File: src/rtl/mips_mem_pkg.sv
// Shared encodings for the MIPS data-memory access path: access sizes,
// access-unit states and the alignment rule applied at request acceptance.
package mips_mem_pkg;

  localparam logic [1:0] SZ_BYTE = 2'd0;
  localparam logic [1:0] SZ_HALF = 2'd1;
  localparam logic [1:0] SZ_WORD = 2'd2;

  localparam int MEM_LAT_MAX = 7;

  typedef enum logic [1:0] {
    S_IDLE = 2'd0,
    S_RD   = 2'd1,
    S_WR   = 2'd2,
    S_RESP = 2'd3
  } state_e;

  // Size 3 is reserved and always rejected as if misaligned.
  function automatic logic misaligned(input logic [1:0] size, input logic [1:0] addr_lo);
    case (size)
      SZ_BYTE: return 1'b0;
      SZ_HALF: return addr_lo[0];
      SZ_WORD: return |addr_lo;
      default: return 1'b1;
    endcase
  endfunction

endpackage

File: src/rtl/mem_lane_fmt.sv
// Little-endian lane handling for a word-only memory: extracts and extends
// sub-word loads, and merges sub-word store data into the old word.
module mem_lane_fmt
  import mips_mem_pkg::*;
(
  input  logic [31:0] rdata_i,
  input  logic [31:0] wdata_i,
  input  logic [1:0]  lane_i,
  input  logic [1:0]  size_i,
  input  logic        signed_i,
  output logic [31:0] load_o,
  output logic [31:0] store_o
);

  logic [7:0]  byte_v;
  logic [15:0] half_v;

  always_comb begin
    byte_v  = rdata_i[{lane_i, 3'b000} +: 8];
    half_v  = lane_i[1] ? rdata_i[31:16] : rdata_i[15:0];
    load_o  = rdata_i;
    store_o = rdata_i;
    case (size_i)
      SZ_BYTE: begin
        load_o = {{24{signed_i & byte_v[7]}}, byte_v};
        store_o[{lane_i, 3'b000} +: 8] = wdata_i[7:0];
      end
      SZ_HALF: begin
        load_o = {{16{signed_i & half_v[15]}}, half_v};
        if (lane_i[1]) store_o[31:16] = wdata_i[15:0];
        else           store_o[15:0]  = wdata_i[15:0];
      end
      default: begin
        load_o  = rdata_i;
        store_o = wdata_i;
      end
    endcase
  end

endmodule

File: src/rtl/mem_access_unit.sv
// Initiator between the MIPS MEM stage and a word-only data memory: one
// request at a time, read-modify-write for sub-word stores, misalignment reject.
module mem_access_unit
  import mips_mem_pkg::*;
#(
  parameter int MEM_LAT = 1,
  parameter int ADDR_W  = 32
) (
  input  logic              clk,
  input  logic              rst_n,
  input  logic              req_valid,
  output logic              req_ready,
  input  logic              req_write,
  input  logic [1:0]        req_size,
  input  logic              req_signed,
  input  logic [ADDR_W-1:0] req_addr,
  input  logic [31:0]       req_wdata,
  output logic              resp_valid,
  output logic [31:0]       resp_rdata,
  output logic              resp_err,
  output logic [31:0]       mem_addr,
  output logic [31:0]       mem_wdata,
  output logic              mem_read,
  output logic              mem_write,
  input  logic [31:0]       mem_rdata
);

  localparam int CNT_W = 3;

  state_e             state_q, state_d;
  logic [CNT_W-1:0]   cnt_q, cnt_d;
  logic               mem_read_q, mem_read_d;
  logic               mem_write_q, mem_write_d;
  logic [31:0]        mem_addr_q, mem_addr_d;
  logic [31:0]        mem_wdata_q, mem_wdata_d;
  logic               resp_valid_q, resp_valid_d;
  logic               resp_err_q, resp_err_d;
  logic [31:0]        resp_rdata_q, resp_rdata_d;

  logic               req_write_q, req_write_d;
  logic               req_signed_q, req_signed_d;
  logic [1:0]         req_size_q, req_size_d;
  logic [1:0]         req_lane_q, req_lane_d;
  logic [31:0]        req_wdata_q, req_wdata_d;

  logic [31:0]        addr_ext;
  logic [31:0]        load_word;
  logic [31:0]        store_word;

  assign addr_ext = 32'(req_addr);

  // Formatter works on the latched request and the live read data, so the
  // result is ready to register on the final RD edge.
  mem_lane_fmt u_fmt (
    .rdata_i  (mem_rdata),
    .wdata_i  (req_wdata_q),
    .lane_i   (req_lane_q),
    .size_i   (req_size_q),
    .signed_i (req_signed_q),
    .load_o   (load_word),
    .store_o  (store_word)
  );

  always_comb begin
    state_d      = state_q;
    cnt_d        = cnt_q;
    mem_read_d   = mem_read_q;
    mem_write_d  = mem_write_q;
    mem_addr_d   = mem_addr_q;
    mem_wdata_d  = mem_wdata_q;
    resp_valid_d = 1'b0;
    resp_err_d   = resp_err_q;
    resp_rdata_d = resp_rdata_q;
    req_write_d  = req_write_q;
    req_signed_d = req_signed_q;
    req_size_d   = req_size_q;
    req_lane_d   = req_lane_q;
    req_wdata_d  = req_wdata_q;

    case (state_q)
      S_IDLE: begin
        if (req_valid) begin
          req_write_d  = req_write;
          req_signed_d = req_signed;
          req_size_d   = req_size;
          req_lane_d   = req_addr[1:0];
          req_wdata_d  = req_wdata;
          if (misaligned(req_size, req_addr[1:0])) begin
            state_d      = S_RESP;
            resp_valid_d = 1'b1;
            resp_err_d   = 1'b1;
            resp_rdata_d = '0;
          end else begin
            mem_addr_d = addr_ext & 32'hFFFF_FFFC;
            if (req_write && req_size == SZ_WORD) begin
              state_d     = S_WR;
              mem_write_d = 1'b1;
              mem_wdata_d = req_wdata;
            end else begin
              state_d    = S_RD;
              mem_read_d = 1'b1;
              cnt_d      = CNT_W'(MEM_LAT - 1);
            end
          end
        end
      end
      S_RD: begin
        if (cnt_q == '0) begin
          mem_read_d = 1'b0;
          if (req_write_q) begin
            state_d     = S_WR;
            mem_write_d = 1'b1;
            mem_wdata_d = store_word;
          end else begin
            state_d      = S_RESP;
            resp_valid_d = 1'b1;
            resp_err_d   = 1'b0;
            resp_rdata_d = load_word;
          end
        end else begin
          cnt_d = cnt_q - 1'b1;
        end
      end
      S_WR: begin
        state_d      = S_RESP;
        mem_write_d  = 1'b0;
        resp_valid_d = 1'b1;
        resp_err_d   = 1'b0;
        resp_rdata_d = '0;
      end
      default: begin
        state_d = S_IDLE;
      end
    endcase
  end

  always_ff @(posedge clk or negedge rst_n) begin
    if (!rst_n) begin
      state_q      <= S_IDLE;
      cnt_q        <= '0;
      mem_read_q   <= 1'b0;
      mem_write_q  <= 1'b0;
      mem_addr_q   <= '0;
      mem_wdata_q  <= '0;
      resp_valid_q <= 1'b0;
      resp_err_q   <= 1'b0;
      resp_rdata_q <= '0;
    end else begin
      state_q      <= state_d;
      cnt_q        <= cnt_d;
      mem_read_q   <= mem_read_d;
      mem_write_q  <= mem_write_d;
      mem_addr_q   <= mem_addr_d;
      mem_wdata_q  <= mem_wdata_d;
      resp_valid_q <= resp_valid_d;
      resp_err_q   <= resp_err_d;
      resp_rdata_q <= resp_rdata_d;
    end
  end

  // Request fields are only meaningful while a transaction is in flight.
  always_ff @(posedge clk) begin
    req_write_q  <= req_write_d;
    req_signed_q <= req_signed_d;
    req_size_q   <= req_size_d;
    req_lane_q   <= req_lane_d;
    req_wdata_q  <= req_wdata_d;
  end

  assign req_ready  = (state_q == S_IDLE);
  assign resp_valid = resp_valid_q;
  assign resp_err   = resp_err_q;
  assign resp_rdata = resp_rdata_q;
  assign mem_addr   = mem_addr_q;
  assign mem_wdata  = mem_wdata_q;
  assign mem_read   = mem_read_q;
  assign mem_write  = mem_write_q;

endmodule
File: config.mk
export PLATFORM = sky130hd
export DESIGN_NAME = mem_access_unit
export DESIGN_NICKNAME = d
export VERILOG_FILES = /design/src/rtl/mips_mem_pkg.sv /design/src/rtl/mem_lane_fmt.sv /design/src/rtl/mem_access_unit.sv
export SDC_FILE = /design/constraint.sdc
export NUM_CORES = 1
export LEC_CHECK = 0
export ABC_AREA = 1
export BUFFER_PORTS_ARGS = -buffer_cell sky130_fd_sc_hd__buf_4
export CAP_MARGIN = 20
export CORE_MARGIN = 4
export CORE_UTILIZATION = 48
export CTS_BUF_LIST = sky130_fd_sc_hd__clkbuf_4
export CTS_CLUSTER_DIAMETER = 200
export DETAILED_ROUTE_END_ITERATION = 7
export HOLD_SLACK_MARGIN = 0.02
export PLACE_DENSITY_LB_ADDON = 0.2
export SLEW_MARGIN = 10
export SYNTH_ARGS = -nofsm -noshare
export SYNTH_HDL_FRONTEND = slang
export SYNTH_SLANG_ARGS = --single-unit
File: constraint.sdc
create_clock -name clk -period 3.15 [get_ports clk]
set_input_delay 0.1575 -clock clk [delete_from_list [all_inputs] [get_ports clk]]
set_output_delay 0.1575 -clock clk [all_outputs]
set_load 0.1 [all_outputs]
== Word-level counts from Yosys, hierarchy flattened ==
Cells that the tools add are included.

* Eq/ne operators: 14
* Shift-type cells: 3
* Add/subtract/negate cells: 2
* Mux-type cells: 52
* Bitwise operators: 3
* Reduce and logical (&&, ||, !) cells: 16

{| class="wikitable"
|+ Operators with widths
! cell !! count
|-
| $mux W32 || 9
|-
| $pmux W32 S2 || 3
|-
| $pmux W32 S3 || 1
|-
| $mux W16 || 3
|-
| $bwmux W32 || 1
|-
| $shift A8 B7 Y32 const A || 1
|-
| $shiftx A32 B6 Y8 || 1
|-
| $shiftx A8 B7 Y32 || 1
|-
| $mux W1 || 20
|-
| $reduce_and A5 Y1 || 3
|-
| $ne A2 B2 Y1 const B || 7
|-
| $mux W3 || 4
|-
| $pmux W1 S3 || 4
|-
| $reduce_and A6 Y1 || 2
|-
| $mux W2 || 4
|-
| $neg A5 Y7 || 1
|-
| $eq A2 B1 Y1 const B || 3
|-
| $logic_not A2 Y1 || 3
|-
| $pmux W2 S3 || 1
|-
| $pmux W3 S2 || 1
|-
| $eq A2 B2 Y1 const B || 2
|-
| $ne A2 B1 Y1 const B || 2
|-
| $reduce_and A2 Y1 || 2
|-
| $logic_not A3 Y1 || 1
|-
| other kinds (9) || 10
|}

* Register bits: 141
* Input bits: 103

== Logic depth before layout (Yosys ltp) ==
Gate-level depths: netlist (run 1).

* Depth in word-level cells: 7
* Depth in mapped cells: 13
* Depth with buffers taken out: 11

== Modules after synthesis ==
Synthesis (run 1) repeated with hierarchy kept, for this count alone.

* Cell total of the unflattened synthesis: 1029
* Area total of the unflattened synthesis: 7758.7 um^2

{| class="wikitable"
|+ Modules (own cells, without submodules)
! module !! sequential area each (um^2) !! instances !! cells an instance !! area an instance (um^2)
|-
| mem_access_unit || 3718.6 || 1 || 642 || 6023.3
|-
| mem_lane_fmt || 0.0 || 1 || 387 || 1735.4
|}

== Worst setup path before layout (run 1) ==
Ideal clock, no wire load.

* Kind: register -> register
* Start: register state_q[0]
* End: register req_lane_q[0], enable pin
* Stages on the path, launching flop included: 6
* Data required time: 2757 ps
* Arrival time: 2412 ps
* Buffers on the path: 1
* Setup slack: 345 ps
* Setup time: 393 ps
* Cells stage by stage: dfrtp_1 -> inv_1 -> ha_1 -> clkbuf_2 -> nand2_1 -> inv_1

* Word-level cells in the longest chain between the ends: 2

{| class="wikitable"
|+ Ends and longest elaborated chain
! element !! line !! source
|-
| from (decl) || mem_access_unit.sv:30 || <nowiki>state_e state_q, state_d;</nowiki>
|-
| from (signal assigned) || mem_access_unit.sv:149 || <nowiki>state_q <= state_d;</nowiki>
|-
| $logic_not A2 Y1 || n/a ||
|-
| net req_ready || mem_access_unit.sv:12 || <nowiki>output logic req_ready,</nowiki>
|-
| $reduce_and A2 Y1 (no line) || n/a ||
|-
| to (signal assigned) || mem_access_unit.sv:166 || <nowiki>req_lane_q <= req_lane_d;</nowiki>
|-
| to (decl) || mem_access_unit.sv:43 || <nowiki>logic [1:0] req_lane_q, req_lane_d;</nowiki>
|}

The timed path passes the listed nets, and every way through them passes these cells.
A chain may end at the register's enable or synchronous reset.

== Final worst setup path (run 1) ==
* Start: register state_q[0]
* End: register mem_addr_q[23], in the netlist mem_addr[23]

* Word-level cells in the longest chain between the ends: 2

{| class="wikitable"
|+ Ends and longest elaborated chain
! element !! line !! source
|-
| $logic_not A2 Y1 || mem_access_unit.sv:80 || <nowiki>case (state_q)</nowiki>
|-
| $reduce_and A3 Y1 (no line) || n/a ||
|-
| to (signal assigned) || mem_access_unit.sv:153 || <nowiki>mem_addr_q <= mem_addr_d;</nowiki>
|-
| to (decl) || mem_access_unit.sv:34 || <nowiki>logic [31:0] mem_addr_q, mem_addr_d;</nowiki>
|}

No other way between the ends.

==> reports/metrics.yaml, run 1 <==
cts:
  post_cts_resized: 0
  tritoncts.num_buffers: 17
  h-tree-depth: 4
  clkSlewWorstSetupHoldPaths_ns: 0.13
  cts_root_buf: "clkbuf_4"
  insertion_delay_ns: 0.58
  postCtsHoldBufs: 123
  cts_tree: "yes"
  clock_sinks: 141
  clockBufferDepth: 2
  post-cts-setup-buffer-count: 0
critical_path:
  worstReg2RegStart: "state_q[0]"
  crit_chain: "inv_1, ha_1, inv_1, nor2_4, buf_4, nand3_1, dlygate4sd3_1, nand2_1"
  critPathMaxFanout: 30
  crit_type: "reg2reg"
  critPathBufInv: 4
  cpPeakStageDelay_ns: 0.61
  startpoint_type: "flop"
  r2r-end: "mem_addr[23]"
  crit_required_ns: 3.66
  worstSetupEndpointType: "flop"
  r2r_slack_ns: 0.73
  critical-path-top-delay-family: "buffers and inverters"
  worstPathArrival_ns: 2.94
  reg2reg_depth: 8
  path_common_cell: "inv_1"
  crit_slowest_cell: "dlygate4sd3_1"
detailed_routing:
  drtPass1Iterations: 5
  ant_nets: 0
  drc: 0
  routed_wl_mm: 28.6
  viasPerCell: 5.32
  wl_per_cell_um: 17.3
  drt_iter0_markers: 849
  route.vias.total: 8793
yosys:
  synthCells: 1126
  ys_seq_area_frac: 0.452
  ys_types: 33
  synthTopCellsByArea: "dfrtp_1 (31%), nand2_1 (19%), edfxtp_1 (14%)"
  syn_area_per_cell_um2: 7.31
  synth_area_leader_cell: "dfrtp_1"
  yosys_warnings: 0
  yosysMostFrequentCell: "nand2_1"
  synth-seq-cells: 141
  synth_common_cells: "nand2_1 (423), dfrtp_1 (103), nand3_1 (102), nor2_1 (99), a21oi_1 (64)"
  synth_flop_cell: "dfrtp_1"
  syn_area_um2: 8240
  synth_top_area_frac: 0.313
  synth_edf_count: 38
  synthArstFlopShare: 0.730
grt:
  overflow: 0
  antenna_found_initial: 1
  grt_pass1_wl_mm: 45.7
  grt_usage: 0.292
  grt_max_degree: 57
  grt_pass1_vias: 8652
placement:
  place.port_buffers: 201
  hpwl_mm: 19.1
  gp_congestion: 0.958
worst_hold_path:
  hold_path.class: "in2reg"
  hold_end: "resp_rdata[19]"
  hp-start: "mem_rdata[19]"
  whs_path_depth: 5
die:
  io_pins: 204
  fp.dieH_um: 139
  start_util: 0.493
  dieArea_um2: 19300
  core_area_um2: 16700
  rows: 47
  dieWidth_um: 139
outcome:
  status: "finished, final reports clean"
timing:
  fin_tns_setup_ns: 0
  holdWs_ns: 0.0376
  fmaxAchievable_mhz: 412
  hold_viol_final: 0
  rsz0062_at_grt: "false"
  final-setup-viol-count: 0
  worst_slew_pin_slew_ns: 0.726
  slew_headroom: 0.516
  min_period_ns: 2.42
  finalCritPeriodShare: 0.770
  drv_slew: 0
  finClkSkew_ns: 0.0250
job:
  cap_violations: 0
power_and_ir_drop:
  irDropWorstVdd_mv: 0.955
  power.density_nw_per_um2: 1120
  leakagePower_nw: 5.59
layout:
  multi_input_area_um2: 3880
  nFillCells: 1418
  drive_gt1_frac: 0.209
  finish.net_count: 1530
  seq_area_um2: 3720
  area_growth_pct: 37.0
worst max-delay path by stage:
stage,startpoint,to,cells after the start,slack [ns]
2_1_floorplan,state_q[0],req_lane_q[0],5,0.35
3_3_place_gp,state_q[1],resp_rdata[28],10,0.87
3_5_place_dp,state_q[1],resp_rdata[31],10,0.77
4_1_cts,state_q[1],resp_rdata[31],10,0.74
5_1_grt,state_q[1],resp_rdata[8],10,0.54
6_report,state_q[0],mem_addr[23],8,0.73
kinds of logic after synthesis:
family,Yosys count,share of synthesized area
AO/OA/AOI/OAI,162,0.105
adder cells (fa/ha/maj),11,0.0167
buffers and inverters,134,0.0775
flip-flops,141,0.452
other,1,0.000455
AND/OR/NAND/NOR,677,0.348
registers in the layout, indices dropped and copies added, names as in the netlist:
signal / cells
mem_read: 1
req_wdata_q: 32
mem_addr: 30
cnt_q: 3
req_lane_q: 2
mem_write: 1
req_size_q: 2
req_signed_q: 1
state_q: 2
resp_err: 1
req_write_q: 1
resp_valid: 1
mem_wdata: 32
resp_rdata: 32
where the power goes:
part	switching [W]	total, W	internal (W)	leakage [nW]
clock	0.000774	0.00119	0.000419	0.156
combinational	0.00653	0.00843	0.00190	3.77
sequential	0.000437	0.00302	0.00258	1.66
total	0.00774	0.0126	0.00490	5.59
worst min-delay path: cells and delay by family:
kind	cells	cell delay [ns]
compound gates	1	0.08
buf+inv	1	0.11
simple gates	3	0.22
routing by layer:
layer / global-route usage / wire, um / vias to the layer above
met5: 0 / 0 / -
met1: 0.390 / 11900 / 4109
met3: 0.0566 / 2020 / 77
li1: - / - / 4216
met4: 0.115 / 1140 / 0
met2: 0.472 / 13500 / 391
stage by stage:
stage / power (W) / utilization / setup WS, ns / instance area, um2 / instances
after global placement: 0.0112 / 0.585 / 0.873 / 9770 / 1494
after detailed placement: 0.0113 / 0.585 / 0.767 / 9770 / 1494
final: 0.0126 / 0.676 / 0.725 / 11300 / 1652
after floorplan: 0.00953 / - / 0.345 / 8240 / 1127
after global routing: 0.0133 / 0.675 / 0.540 / 11300 / 1650
after CTS: 0.0126 / 0.675 / 0.738 / 11300 / 1649
final cells by class:
type                       count  share of cell area
clock inverter                15              0.0134
sequential                   141               0.329
timing repair buffer         338               0.254
antenna                        3            0.000665
inverter                      66              0.0222
multi-input combinational    852               0.344
clock buffer                  17              0.0113
tap                          220              0.0244
layout by cell type (no fill, tap or decap), types with 2 or more instances in the layout:
cell,n
o21ai_1,19
nand2_1,423
o211ai_1,16
inv_8,2
nor2_1,99
a21boi_0,2
a21oi_1,64
dlygate4sd3_1,123
inv_6,5
nand2_2,2
inv_1,59
conb_1,2
clkinv_4,5
or2_2,26
nand3_1,102
edfxtp_1,38
clkbuf_4,17
nand3_2,2
dfrtp_1,103
inv_4,2
nor2_4,2
o21ai_2,3
buf_4,213
o21ai_0,57
ha_1,10
nand2_4,2
inv_2,6
buf_12,2
diode_2,3
nor2_2,4
nand4_1,12
Note: power is estimated with default switching activity, not from simulation.
==> inputs of run 2 (changes only) <==
--- a/config.mk
+++ b/config.mk
@@ -5,7 +5,7 @@
 export SDC_FILE = /design/constraint.sdc
 export NUM_CORES = 1
 export LEC_CHECK = 0
-export ABC_AREA = 1
+export ABC_AREA = 0
 export BUFFER_PORTS_ARGS = -buffer_cell sky130_fd_sc_hd__buf_4
 export CAP_MARGIN = 20
 export CORE_MARGIN = 4
==> constraint.sdc (replaced) <==
create_clock -name clk -period 2.5 [get_ports clk]
set_input_delay 0.125 -clock clk [delete_from_list [all_inputs] [get_ports clk]]
set_output_delay 0.125 -clock clk [all_outputs]
set_load 0.1 [all_outputs]
==> run 2 against run 1 <==
Net effect: die area down 13%; sequential cell count did not move; register-to-register slack worse by 0.46 ns; first-iteration DRC count fell by 31%; utilization is 1.8 points higher; critical endpoint is now resp_rdata[31]; highest routed layer unchanged.
==> reports/metrics.yaml, run 2 <==
critical_path:
  worstReg2RegStart: "state_q[1]"
  r2r-end: "resp_rdata[31]"
  reg2reg_depth: 6  # -2
  crit_required_ns: 2.96  # -0.70 ns
  crit_type: "reg2reg"
  r2r_slack_ns: 0.27  # -0.46 ns
  worstPathArrival_ns: 2.69  # -0.25 ns
  startpoint_type: "flop"
  critPathMaxFanout: 16  # -47%
  worstSetupEndpointType: "flop"
timing:
  final-setup-viol-count: 0  # unchanged
  drv_slew: 0  # unchanged
  setup_slack_ns: 0.269  # -0.457 ns
  fmaxAchievable_mhz: 448  # +8.7%
  min_period_ns: 2.23  # -0.193 ns
  hold_viol_final: 0  # unchanged
  rsz0062_at_grt: "false"
  worst_slew_pin_slew_ns: 0.677  # -0.0491 ns
  finalCritPeriodShare: 0.892  # +0.123
  fin_tns_setup_ns: 0  # unchanged
  finClkSkew_ns: 0.0202  # -0.00481 ns
  slew_headroom: 0.549  # +0.0328
die:
  rows: 44  # -6.4%
  fp.dieH_um: 130  # -6.8%
  start_util: 0.490  # -0.00356
  dieArea_um2: 16800  # -13%
  dieWidth_um: 130  # -6.8%
  io_pins: 204  # unchanged
  core_area_um2: 14500  # -13%
placement:
  place.port_buffers: 201  # unchanged
  pre_cts_ws_ns: 0.298  # -0.469 ns
  dp.cells: 995  # -33%
  hpwl_mm: 16.4  # -14%
  gp_congestion: 0.938  # -2.1%
cts:
  cts_root_buf: "clkbuf_4"
  clkSlewWorstSetupHoldPaths_ns: 0.11  # -0.02 ns
  h-tree-depth: 4  # unchanged
  clockBufferDepth: 2  # unchanged
  post_cts_resized: 0  # unchanged
  insertion_delay_ns: 0.55  # -0.03 ns
  clock_sinks: 141  # unchanged
  cts_tree: "yes"
  post-cts-setup-buffer-count: 0  # unchanged
  tritoncts.num_buffers: 17  # unchanged
  postCtsHoldBufs: 101  # -18%
yosys:
  yosys_warnings: 0  # unchanged
  synthTopCellsByArea: "dfrtp_1 (36%), edfxtp_1 (16%), mux2_2 (5.9%)"
  synth_top_area_frac: 0.364  # +0.0507
  synth-compound-area-share: 0.216  # +0.111
  synth.area.mux_share: 0.0658  # +0.0658
  synth_edf_count: 38  # unchanged
  synth-seq-cells: 141  # unchanged
  synth_top_family_by_area: "compound AO/OA/AOI/OAI gates"
  yosysMostFrequentCell: "dfrtp_1"
  synth_area_leader_cell: "dfrtp_1"
  yosys.area_share.simple: 0.126  # -0.223
  ys_seq_area_frac: 0.525  # +0.0731
  ys_types: 63  # +91%
  synth_common_cells: "dfrtp_1 (103), nor2_1 (54), nand2_1 (49), o21ai_0 (42), edfxtp_1 (38)"
  syn_area_per_cell_um2: 11.1  # +52%
  synthArstFlopShare: 0.730  # unchanged
  synthCells: 639  # -43%
  synth_flop_cell: "dfrtp_1"
  syn_area_um2: 7090  # -14%
  synthAdderAreaFrac: 0.0194  # +0.00271
  synthXorXnorAreaFrac: 0  # unchanged
detailed_routing:
  wl_met2_mm: 11.5  # -15%
  route.vias.total: 6738  # -23%
  wl_met1_mm: 9.39  # -21%
  drtPass1Iterations: 5  # unchanged
  drc: 0  # unchanged
  highest_layer: "met4"
  dr_wl_met3_mm: 2.09  # +3.4%
  viasPerCell: 5.97  # +12%
  wl_per_cell_um: 21.4  # +24%
  routed_wl_mm: 24.1  # -16%
  ant_nets: 0  # unchanged
  drt_iter0_markers: 583  # -31%
job:
  cap_violations: 0  # unchanged
grt:
  overflow: 0  # unchanged
  grt_usage: 0.289  # -0.00345
  antenna_found_initial: 1  # unchanged
  grt_pass1_wl_mm: 37.4  # -18%
  grt_max_degree: 51  # -11%
  grt_pass1_vias: 6833  # -21%
layout:
  layout_common_cells: "buf_4 (223), dfrtp_1 (103), dlygate4sd3_1 (101)"
  drive_gt1_frac: 0.332  # +0.122
  finish.net_count: 1045  # -32%
  final_common_cell: "buf_4"
  finalNonFillerCells: 1129  # -32%
  area_growth_pct: 41.7
worst_hold_path:
  hp-start: "mem_rdata[2]"
  hold_path.class: "in2reg"
  hold_end: "mem_wdata[2]"
  whs_path_depth: 3  # -2
outcome:
  status: "finished, final reports clean"
## run 2: changes by cell type in the layout (fill, tap and decap cells not counted), moves of 15 or more
cell           change
nand2_1          -374
nand3_1           -84
a21oi_1           -50
inv_1             -47
nor2_1            -46
mux2_2            +37
o31ai_1           +33
or2_2             -26
a221oi_1          +23
dlygate4sd3_1     -22
o21ai_0           -16
o2bb2ai_1         +16
o211ai_1          -15
## run 2: cell type report
class	instances	area, um2
Antenna cell	1	2.50
Clock buffer	20	150
Clock inverter	12	123
Fill cell	1088	4430
Inverter	14	52.6
Multi-Input combinational cell	432	3070
Sequential cell	141	3720
Tap cell	184	230
Timing Repair Buffer	325	2710
## run 2: metrics by stage
| step | hold WS (ns) | instance area, um2 | util |
|---|---|---|---|
| floorplan | -0.171 | 7120 | - |
| global placement | -0.0310 | 8760 | 0.605 |
| detailed placement | -0.0294 | 8760 | 0.605 |
| CTS | 0.0271 | 10000 | 0.694 |
| global route | 0.0442 | 10000 | 0.694 |
| finish | 0.0790 | 10000 | 0.694 |
## run 2: critical path, stage by stage (launching register included)
cell       delay [ns]
dfrtp_1          0.43
inv_1            0.13
ha_1             0.29
inv_1            0.21
nor2_1           0.35
nand4_2          0.45
o2bb2ai_1        0.29
## run 2: worst max path at each step
stage / startpoint / to / slack (ns) / cells after the start
after floorplan: state_q[1] / mem_addr[10] / 0.04 / 8
after CTS: state_q[1] / resp_rdata[31] / 0.25 / 6
after detailed placement: state_q[1] / resp_rdata[19] / 0.30 / 6
after global placement: cnt_q[0] / mem_write / 0.38 / 6
final: state_q[1] / resp_rdata[31] / 0.27 / 6
after global routing: state_q[1] / resp_rdata[21] / 0.06 / 6
## run 2: cell families after synthesis
kind of cell             after synthesis
AO/OA/AOI/OAI                        200
AND/OR/NAND/NOR                      177
flip-flops                           141
buffers and inverters                 67
multiplexers                          42
adder cells (fa/ha/maj)               11
other                                  1
## run 2: metal layers
layer,up-vias,global-route usage
met2,404,0.452
met1,3260,0.372
met4,0,0.160
li1,3001,-
met5,-,0
met3,73,0.0672
Power of run 2 is not shown: default switching activity piles up to over one toggle a cycle in this logic, so the estimate is an artifact.
==> inputs of run 3 (changes only) <==
--- a/config.mk
+++ b/config.mk
@@ -8,7 +8,7 @@
 export ABC_AREA = 0
 export BUFFER_PORTS_ARGS = -buffer_cell sky130_fd_sc_hd__buf_4
 export CAP_MARGIN = 20
-export CORE_MARGIN = 4
+export CORE_MARGIN = 1
 export CORE_UTILIZATION = 48
 export CTS_BUF_LIST = sky130_fd_sc_hd__clkbuf_4
 export CTS_CLUSTER_DIAMETER = 200
==> run 3 against run 2 <==
Net effect: maximum frequency rose by 0.55%; register-to-register slack about the same; utilization grew 0.15 points; worst hold slack lost 0.028 ns; wire length fell by 6.5%; sequential cell count unchanged; final area is 0.21% higher; non-clock buffer count fell by 5; setup slack better by 0.012 ns.
==> reports/metrics.yaml, run 3 (synthesis gave the netlist of run 2 again) <==
detailed_routing:
  wl_per_cell_um: 20.1  # -6.0%
  ant_nets: 0  # unchanged
  viasPerCell: 5.90  # -1.1%
  drc: 0  # unchanged
  drtPass1Iterations: 6  # +1
  drt_iter0_markers: 591  # +1.4%
  route.vias.total: 6627  # -1.6%
  routed_wl_mm: 22.6  # -6.5%
grt:
  antenna_found_initial: 0  # -1
  met3_usage: 0.0618  # -0.00538
  met2_usage: 0.499  # +0.0465
  grt.busiest_layer: "met2"
  grt_pass1_vias: 6435  # -5.8%
  grt_max_degree: 47  # -7.8%
  met1_usage: 0.383  # +0.0109
  grt_usage: 0.301  # +0.0117
  grt_pass1_wl_mm: 34.2  # -8.6%
  overflow: 0  # unchanged
die:
  io_pins: 204  # unchanged
  fp.dieH_um: 124  # -4.6%
  core_area_um2: 14500  # unchanged
  dieArea_um2: 15300  # -9.1%
  dieWidth_um: 124  # -4.6%
  start_util: 0.490  # unchanged
  rows: 44  # unchanged
placement:
  hpwl_mm: 15.5  # -5.7%
  dp.cells: 994  # -0.10%
  gp_congestion: 0.960  # +2.4%
  place.port_buffers: 201  # unchanged
  placed_cell_area_um2: 8750  # about the same
critical_path:
  crit_type: "reg2reg"
  crit_required_ns: 2.91  # -0.05 ns
  startpoint_type: "flop"
  worstSetupEndpointType: "flop"
  critPathMaxFanout: 15  # -1
  worstPathArrival_ns: 2.63  # -0.06 ns
timing:
  worst_slew_pin_slew_ns: 0.660  # -0.0168 ns
  fin_tns_setup_ns: 0  # unchanged
  min_period_ns: 2.22  # -0.0123 ns
  drv_slew: 0  # unchanged
  rsz0062_at_grt: "false"
  final-setup-viol-count: 0  # unchanged
  finalCritPeriodShare: 0.888  # -0.00491
  fmaxAchievable_mhz: 451  # +0.55%
  hold_viol_final: 0  # unchanged
  finClkSkew_ns: 0.0175  # -0.00275 ns
  slew_headroom: 0.548  # about the same
layout:
  final_common_cell: "buf_4"
  drive_gt1_frac: 0.333  # +0.00177
  area_growth_pct: 42.0
  finish.net_count: 1040  # -0.48%
  n_antenna_cell: 0  # -1
  nFillCells: 1065  # -2.1%
  layout_common_cells: "buf_4 (222), dfrtp_1 (103), dlygate4sd3_1 (97)"
  finalNonFillerCells: 1123  # -0.53%
  fin_util: 0.695  # +0.00147
  postLayoutCellArea_um2: 10100  # +0.21%
cts:
  cts_root_buf: "clkbuf_4"
  clkSlewWorstSetupHoldPaths_ns: 0.12  # about the same
  clockBufferDepth: 2  # unchanged
  postCtsHoldBufs: 97  # -4.0%
  insertion_delay_ns: 0.55  # about the same
  h-tree-depth: 4  # unchanged
  post_cts_resized: 0  # unchanged
  cts_tree: "yes"
  post-cts-setup-buffer-count: 0  # unchanged
  clock_sinks: 141  # unchanged
  tritoncts.num_buffers: 17  # unchanged
outcome:
  status: "finished, final reports clean"
job:
  cap_violations: 0  # unchanged
worst_hold_path:
  hold_path.class: "in2async"
-- run 3: cell types whose count changed in the layout (fill, tap and decap cells not counted), sizes merged --
cell,before,now
buf,224,223
clkinvlp,0,1
diode,1,0
clkinv,11,7
bufinv,2,5
dlygate4sd3,101,97
-- run 3: through the flow --
step | worst slack (ns) | hold slack [ns]
floorplan | 0.0394 | -0.171
global placement | 0.334 | 0.0931
detailed placement | 0.359 | 0.103
CTS | 0.311 | 0.0212
global route | 0.106 | 0.0315
finish | 0.281 | 0.0507
-- run 3: metal layers --
layer  vias to the layer above  routed length (um)  part of all wire
li1                       2988                   -                 -
met1                      3214                8830              0.39
met2                       367               11100              0.49
met3                        58                1810             0.080
met4                         0                 788             0.035
met5                         -                   0                 0
-- run 3: layout make-up --
class                      count  area (um2)  area share
clock buffer                  20         150      0.0149
timing repair buffer         320        2660       0.264
tap                          184         230      0.0229
clock inverter                12         194      0.0193
inverter                      14        52.6     0.00522
sequential                   141        3720       0.369
multi-input combinational    432        3070       0.304
-- run 3: final timing paths --
| check | start | end | slack (ns) | cells after the start |
|---|---|---|---|---|
| max | req_size_q[1] | mem_wdata[26] | 0.28 | 4 |
| min | rst_n | mem_wdata[18] | 0.05 | 2 |
| max reg2reg | req_size_q[1] | mem_wdata[26] | 0.28 | 4 |
| min reg2reg | resp_rdata[20] | resp_rdata[20] | 0.50 | 1 |
| max in group asynchronous | rst_n | resp_err | 1.72 | 3 |
| min in group clk | mem_rdata[10] | mem_wdata[10] | 0.06 | 3 |
-- run 3: worst max-delay path, stage by stage (launching register included) --
cell and delay (ns):
edfxtp_1 0.50, clkinv_1 0.41, and3_1 0.37, a2111oi_0 0.67, o31ai_1 0.15
Power of run 3 is left out for the same reason.
